$ cat src/rtl/regfile_pkg.sv
// Shared register-file types and constants: word/address types, reset and
// enable polarities, and the write-back request bundle seen by read ports.
package regfile_pkg;

  localparam int unsigned REG_W      = 32;
  localparam int unsigned REG_NUM    = 32;
  localparam int unsigned REG_ADDR_W = 5;

  typedef logic [REG_W-1:0]      reg_word_t;
  typedef logic [REG_ADDR_W-1:0] reg_addr_t;

  localparam reg_word_t ZERO_WORD    = '0;
  localparam logic      RST_ENABLE   = 1'b1;
  localparam logic      READ_ENABLE  = 1'b1;
  localparam logic      WRITE_ENABLE = 1'b1;
  localparam reg_addr_t NOP_REG_ADDR = '0;

  typedef struct packed {
    logic      we;
    reg_addr_t addr;
    reg_word_t data;
  } wr_req_t;

  // True when the in-flight write targets this (non-x0) register.
  function automatic logic wr_hits(wr_req_t wr, reg_addr_t raddr);
    return (wr.we == WRITE_ENABLE) && (wr.addr == raddr) && (raddr != NOP_REG_ADDR);
  endfunction

endpackage

$ cat src/rtl/regfile_rd_port.sv
// Combinational read port: reset/enable/x0 gating, then same-cycle write
// bypass, else the stored register value.
module regfile_rd_port
  import regfile_pkg::*;
(
  input  logic      rst,
  input  logic      re,
  input  reg_addr_t raddr,
  input  wr_req_t   wr,
  input  reg_word_t stored,
  output reg_word_t rdata
);

  // Priority select of the read value.
  always_comb begin
    rdata = ZERO_WORD;
    if (rst == RST_ENABLE) begin
      rdata = ZERO_WORD;
    end else if (re != READ_ENABLE) begin
      rdata = ZERO_WORD;
    end else if (raddr == NOP_REG_ADDR) begin
      rdata = ZERO_WORD;
    end else if (wr_hits(wr, raddr)) begin
      rdata = wr.data;
    end else begin
      rdata = stored;
    end
  end

endmodule

$ cat src/rtl/regfile.sv
// Architectural integer register file: 32 x 32-bit, x0 reads zero, two
// same-cycle read ports with write bypass, a registered debug read port and
// a counter of committed non-x0 writes.
module regfile
  import regfile_pkg::*;
#(
  parameter int unsigned REG_NUM   = 32,
  parameter int unsigned CNT_WIDTH = 32
) (
  input  logic                 clk_in,
  input  logic                 rst_in,
  input  logic                 we_in,
  input  logic [4:0]           waddr_in,
  input  logic [31:0]          wdata_in,
  input  logic                 re1_in,
  input  logic [4:0]           raddr1_in,
  output logic [31:0]          rdata1_out,
  input  logic                 re2_in,
  input  logic [4:0]           raddr2_in,
  output logic [31:0]          rdata2_out,
  input  logic [4:0]           dbg_addr_in,
  output logic [31:0]          dbg_data_out,
  output logic [CNT_WIDTH-1:0] wr_count_out
);

  reg_word_t             regs [REG_NUM];
  wr_req_t               wr;
  reg_word_t             dbg_rd;
  logic [CNT_WIDTH-1:0]  wr_count;

  assign wr           = {we_in, waddr_in, wdata_in};
  assign wr_count_out = wr_count;

  // Register storage and retired-write counter; reset wins over a write.
  always_ff @(posedge clk_in) begin
    if (rst_in == RST_ENABLE) begin
      for (int unsigned i = 0; i < REG_NUM; i++) begin
        regs[i] <= ZERO_WORD;
      end
      wr_count <= '0;
    end else if (we_in == WRITE_ENABLE && waddr_in != NOP_REG_ADDR) begin
      regs[waddr_in] <= wdata_in;
      wr_count       <= wr_count + CNT_WIDTH'(1);
    end
  end

  regfile_rd_port u_rd1 (
    .rst    (rst_in),
    .re     (re1_in),
    .raddr  (raddr1_in),
    .wr     (wr),
    .stored (regs[raddr1_in]),
    .rdata  (rdata1_out)
  );

  regfile_rd_port u_rd2 (
    .rst    (rst_in),
    .re     (re2_in),
    .raddr  (raddr2_in),
    .wr     (wr),
    .stored (regs[raddr2_in]),
    .rdata  (rdata2_out)
  );

  // Debug port always enabled; reset is applied at the output register.
  regfile_rd_port u_rd_dbg (
    .rst    (1'b0),
    .re     (READ_ENABLE),
    .raddr  (dbg_addr_in),
    .wr     (wr),
    .stored (regs[dbg_addr_in]),
    .rdata  (dbg_rd)
  );

  // Registered debug read, one cycle of latency.
  always_ff @(posedge clk_in) begin
    if (rst_in == RST_ENABLE) begin
      dbg_data_out <= ZERO_WORD;
    end else begin
      dbg_data_out <= dbg_rd;
    end
  end

endmodule

$ cat config.mk
export PLATFORM = sky130hd
export DESIGN_NAME = regfile
export DESIGN_NICKNAME = d
export VERILOG_FILES = /design/src/rtl/regfile_pkg.sv /design/src/rtl/regfile_rd_port.sv /design/src/rtl/regfile.sv
export SDC_FILE = /design/constraint.sdc
export NUM_CORES = 2
export LEC_CHECK = 0
export BUFFER_PORTS_ARGS = -buffer_cell sky130_fd_sc_hd__buf_2
export CAP_MARGIN = 20
export CELL_PAD_IN_SITES_DETAIL_PLACEMENT = 1
export CELL_PAD_IN_SITES_GLOBAL_PLACEMENT = 2
export CORE_MARGIN = 8
export CORE_UTILIZATION = 42
export CTS_CLUSTER_SIZE = 14
export DETAILED_ROUTE_END_ITERATION = 10
export GPL_TIMING_DRIVEN = 0
export PLACE_DENSITY = 0.78
export REMOVE_ABC_BUFFERS = 1
export SLEW_MARGIN = 20
export SYNTH_ARGS = -nofsm -noshare
export SYNTH_HDL_FRONTEND = slang
export SYNTH_SLANG_ARGS = --single-unit
$ cat constraint.sdc
create_clock -name clk_in -period 4.5 [get_ports clk_in]
set_input_delay 0.45 -clock clk_in [delete_from_list [all_inputs] [get_ports clk_in]]
set_output_delay 0.45 -clock clk_in [all_outputs]
set_load 0.02 [all_outputs]
==> qor.yml <==
leakage_nw: 25.5
fin_crit_ns: 4.52
clockBufferDepth: 3
post-route-util: 0.491
syn-instance-count: 4398
dr.pass1.iters: 8
overflow: 0
tns_ns: -0.0475
design_area_um2: 75400
antenna_found_initial: 13
core.rowCount: 144
fill_cells: 14700
clock_skew_ns: 0.0404
crit_top_cell: "buf_2"
ys_seq_area_frac: 0.495
ys_seq_elements: 1088
async_flop_share: 0
post_drt_via_cell_ratio: 6.96
worstMarginPinSlew_ns: 1.30
cts.clk_slew.worst_paths_ns: 0.05
gp_congestion: 0.875
tritoncts: "done"
h-tree-depth: 4
crit_slowest_cell: "nor3_1"
status: "finished with violations"
die-height_um: 408
nets: 4489
critPathMaxFanout: 23
final_common_cell: "edfxtp_1"
rsz0062_at_grt: "no"
grt_util_all_layers: 0.297
io_pins: 185
core-area_um2: 154000
critPathKind: "in -> out"
setup_ws_ns: -0.0245
route.detailed.drc: 0
place_ws_ns: -0.320
die_area_um2: 167000
hold_viol: 0
cp-start-kind: "input port"
whs_ns: 0.0489
drive_gt1_frac: 0.321
die_w_um: 408
dpl_cell_area_um2: 71200
routedWlPerCell_um: 38.8
drt_wl_total_um: 256000
setup_viol: 2
synth_ff_type: "edfxtp_1"
cp_top_family: "simple AND/OR/NAND/NOR gates"
numPortBuffers: 184
end_kind: "output port"
p_per_area_nw_per_um2: 353
maxCapViolCount: 0
clock_latency_ns: 0.79
root_buffer: "clkbuf_16"
syn_area_per_cell_um2: 14.7
synth_edf_count: 1024
dp_hpwl_um: 174000
drv_slew: 0
min_path_type: "in -> reg"
slew_headroom: 0.124
final_antenna_net_count: 0
grt_pass1_wl_um: 356000
grt_pass1_vias: 47000
required_ns: 4.05
fmax_mhz: 221
synth_area_um2: 64700
ys_types: 52
power.ir.vdd_worst_v: 0.000369
cpPeakStageDelay_ns: 1.02
crit_arrival_ns: 4.07
final_cell_mix: "edfxtp_1 (1,024), and2_1 (993), mux4_2 (768)"
vias: 45900
cts_setup_buffers: 0
fin_crit_sh: 1.01
synthToLayoutAreaGrowth_pct: 16.6
crit_chain: "buf_2, and3b_2, buf_16, a22oi_1, nand4_1, nor2_1, nor3_1, buf_2"
crit_buf_inv: 3
yosysWarnings: 0
cts_made_buffers: 132
grt_max_degree: 78
rrSetupSlack_ns: 1.94
violations: "negative setup slack"
drt_iter0_markers: 6837
start_util: 0.421
cts_sinks: 1088
[cell families (layout without fill, tap and decap cells)]
family	Yosys count	in the layout	synth area share
multiplexers	885	885	0.286
AO/OA/AOI/OAI	552	552	0.0599
flip-flops	1088	1088	0.495
adder cells (fa/ha/maj)	1	1	0.000193
XOR/XNOR	20	20	0.00271
AND/OR/NAND/NOR	1339	1339	0.123
other	1	46	0.0000580
buffers and inverters	512	617	0.0323
[layout make-up]
type | count | area (µm²) | area share
clock buffers | 172 | 3610 | 0.0479
well taps | 2044 | 2560 | 0.0339
inverters | 12 | 50.0 | 0.000664
multi-input cells | 2829 | 31400 | 0.416
clock inverters | 65 | 498 | 0.00661
diodes | 14 | 35.0 | 0.000465
flip-flops and latches | 1088 | 32000 | 0.425
repair buffers | 368 | 5240 | 0.0695
[synthesized netlist by cell type, types with 25 or more instances]
cell type,instances,area share
o211ai_1,27,0.0031
nand2_1,51,0.0030
or3_1,26,0.0025
and2_1,995,0.096
o221a_2,25,0.0044
o21ai_0,108,0.0084
edfxtp_1,1024,0.48
a22oi_1,251,0.029
buf_2,103,0.0080
a21oi_1,60,0.0046
nor3_1,32,0.0025
mux2i_1,100,0.015
o22ai_1,33,0.0032
dfxtp_1,64,0.020
nand4_1,34,0.0033
clkbuf_1,360,0.021
mux4_2,768,0.27
buf_1,27,0.0016
nor2_1,110,0.0064
[worst reg2reg max path, cell delays in order, from the launching register on]
cell      delay (ns)
dfxtp_1         0.42
and3_1          0.22
o211ai_1        0.28
or4_1           0.82
or4_1           0.57
a21oi_1         0.16
[state kept, by name, summed over array words and instances (netlist names)]
name          count
wr_count_out     32
dbg_data_out     32
regs           1024
[power breakdown]
part	switching, mW	internal, mW	total, mW
Clock	4.44	5.94	10.4
Sequential	0.423	11.6	12.1
Combinational	2.34	1.83	4.16
[metal layers]
layer	vias up	track usage	wire length (µm)
li1	17600	-	-
met1	24100	0.396	95300
met2	3438	0.446	114000
met3	680	0.0811	31000
met4	2	0.154	15500
met5	-	0	13
[stage by stage]
stage / total power, mW / instances
6_report: 26.6 / 6592
5_1_grt: 27.2 / 6579
4_1_cts: 26.6 / 6577
3_5_place_dp: 16.3 / 6338
3_3_place_gp: 16.3 / 6157
2_1_floorplan: 14.1 / 3929
[final timing paths]
check / to / startpoint / cells after the start
worst min-delay path: regs[0][5]$_SDFFCE_PN0P_ / rst_in / 1
worst max-delay path: rdata1_out[11] / raddr1_in[3] / 8
worst max register to register: wr_count_out[31]$_SDFFE_PP0N_ / wr_count_out[2]$_SDFFE_PP0N_ / 5
worst min register to register: wr_count_out[31]$_SDFFE_PP0N_ / wr_count_out[31]$_SDFFE_PP0N_ / 2
[timing repair]
action	CTS	global route
endpoints found under the hold margin	8	0
cloned	0	1
endpoints found under the setup margin	3	5
gates resized for setup	2	0
hold buffers	2	0
Power figures use the tool's default switching activity.
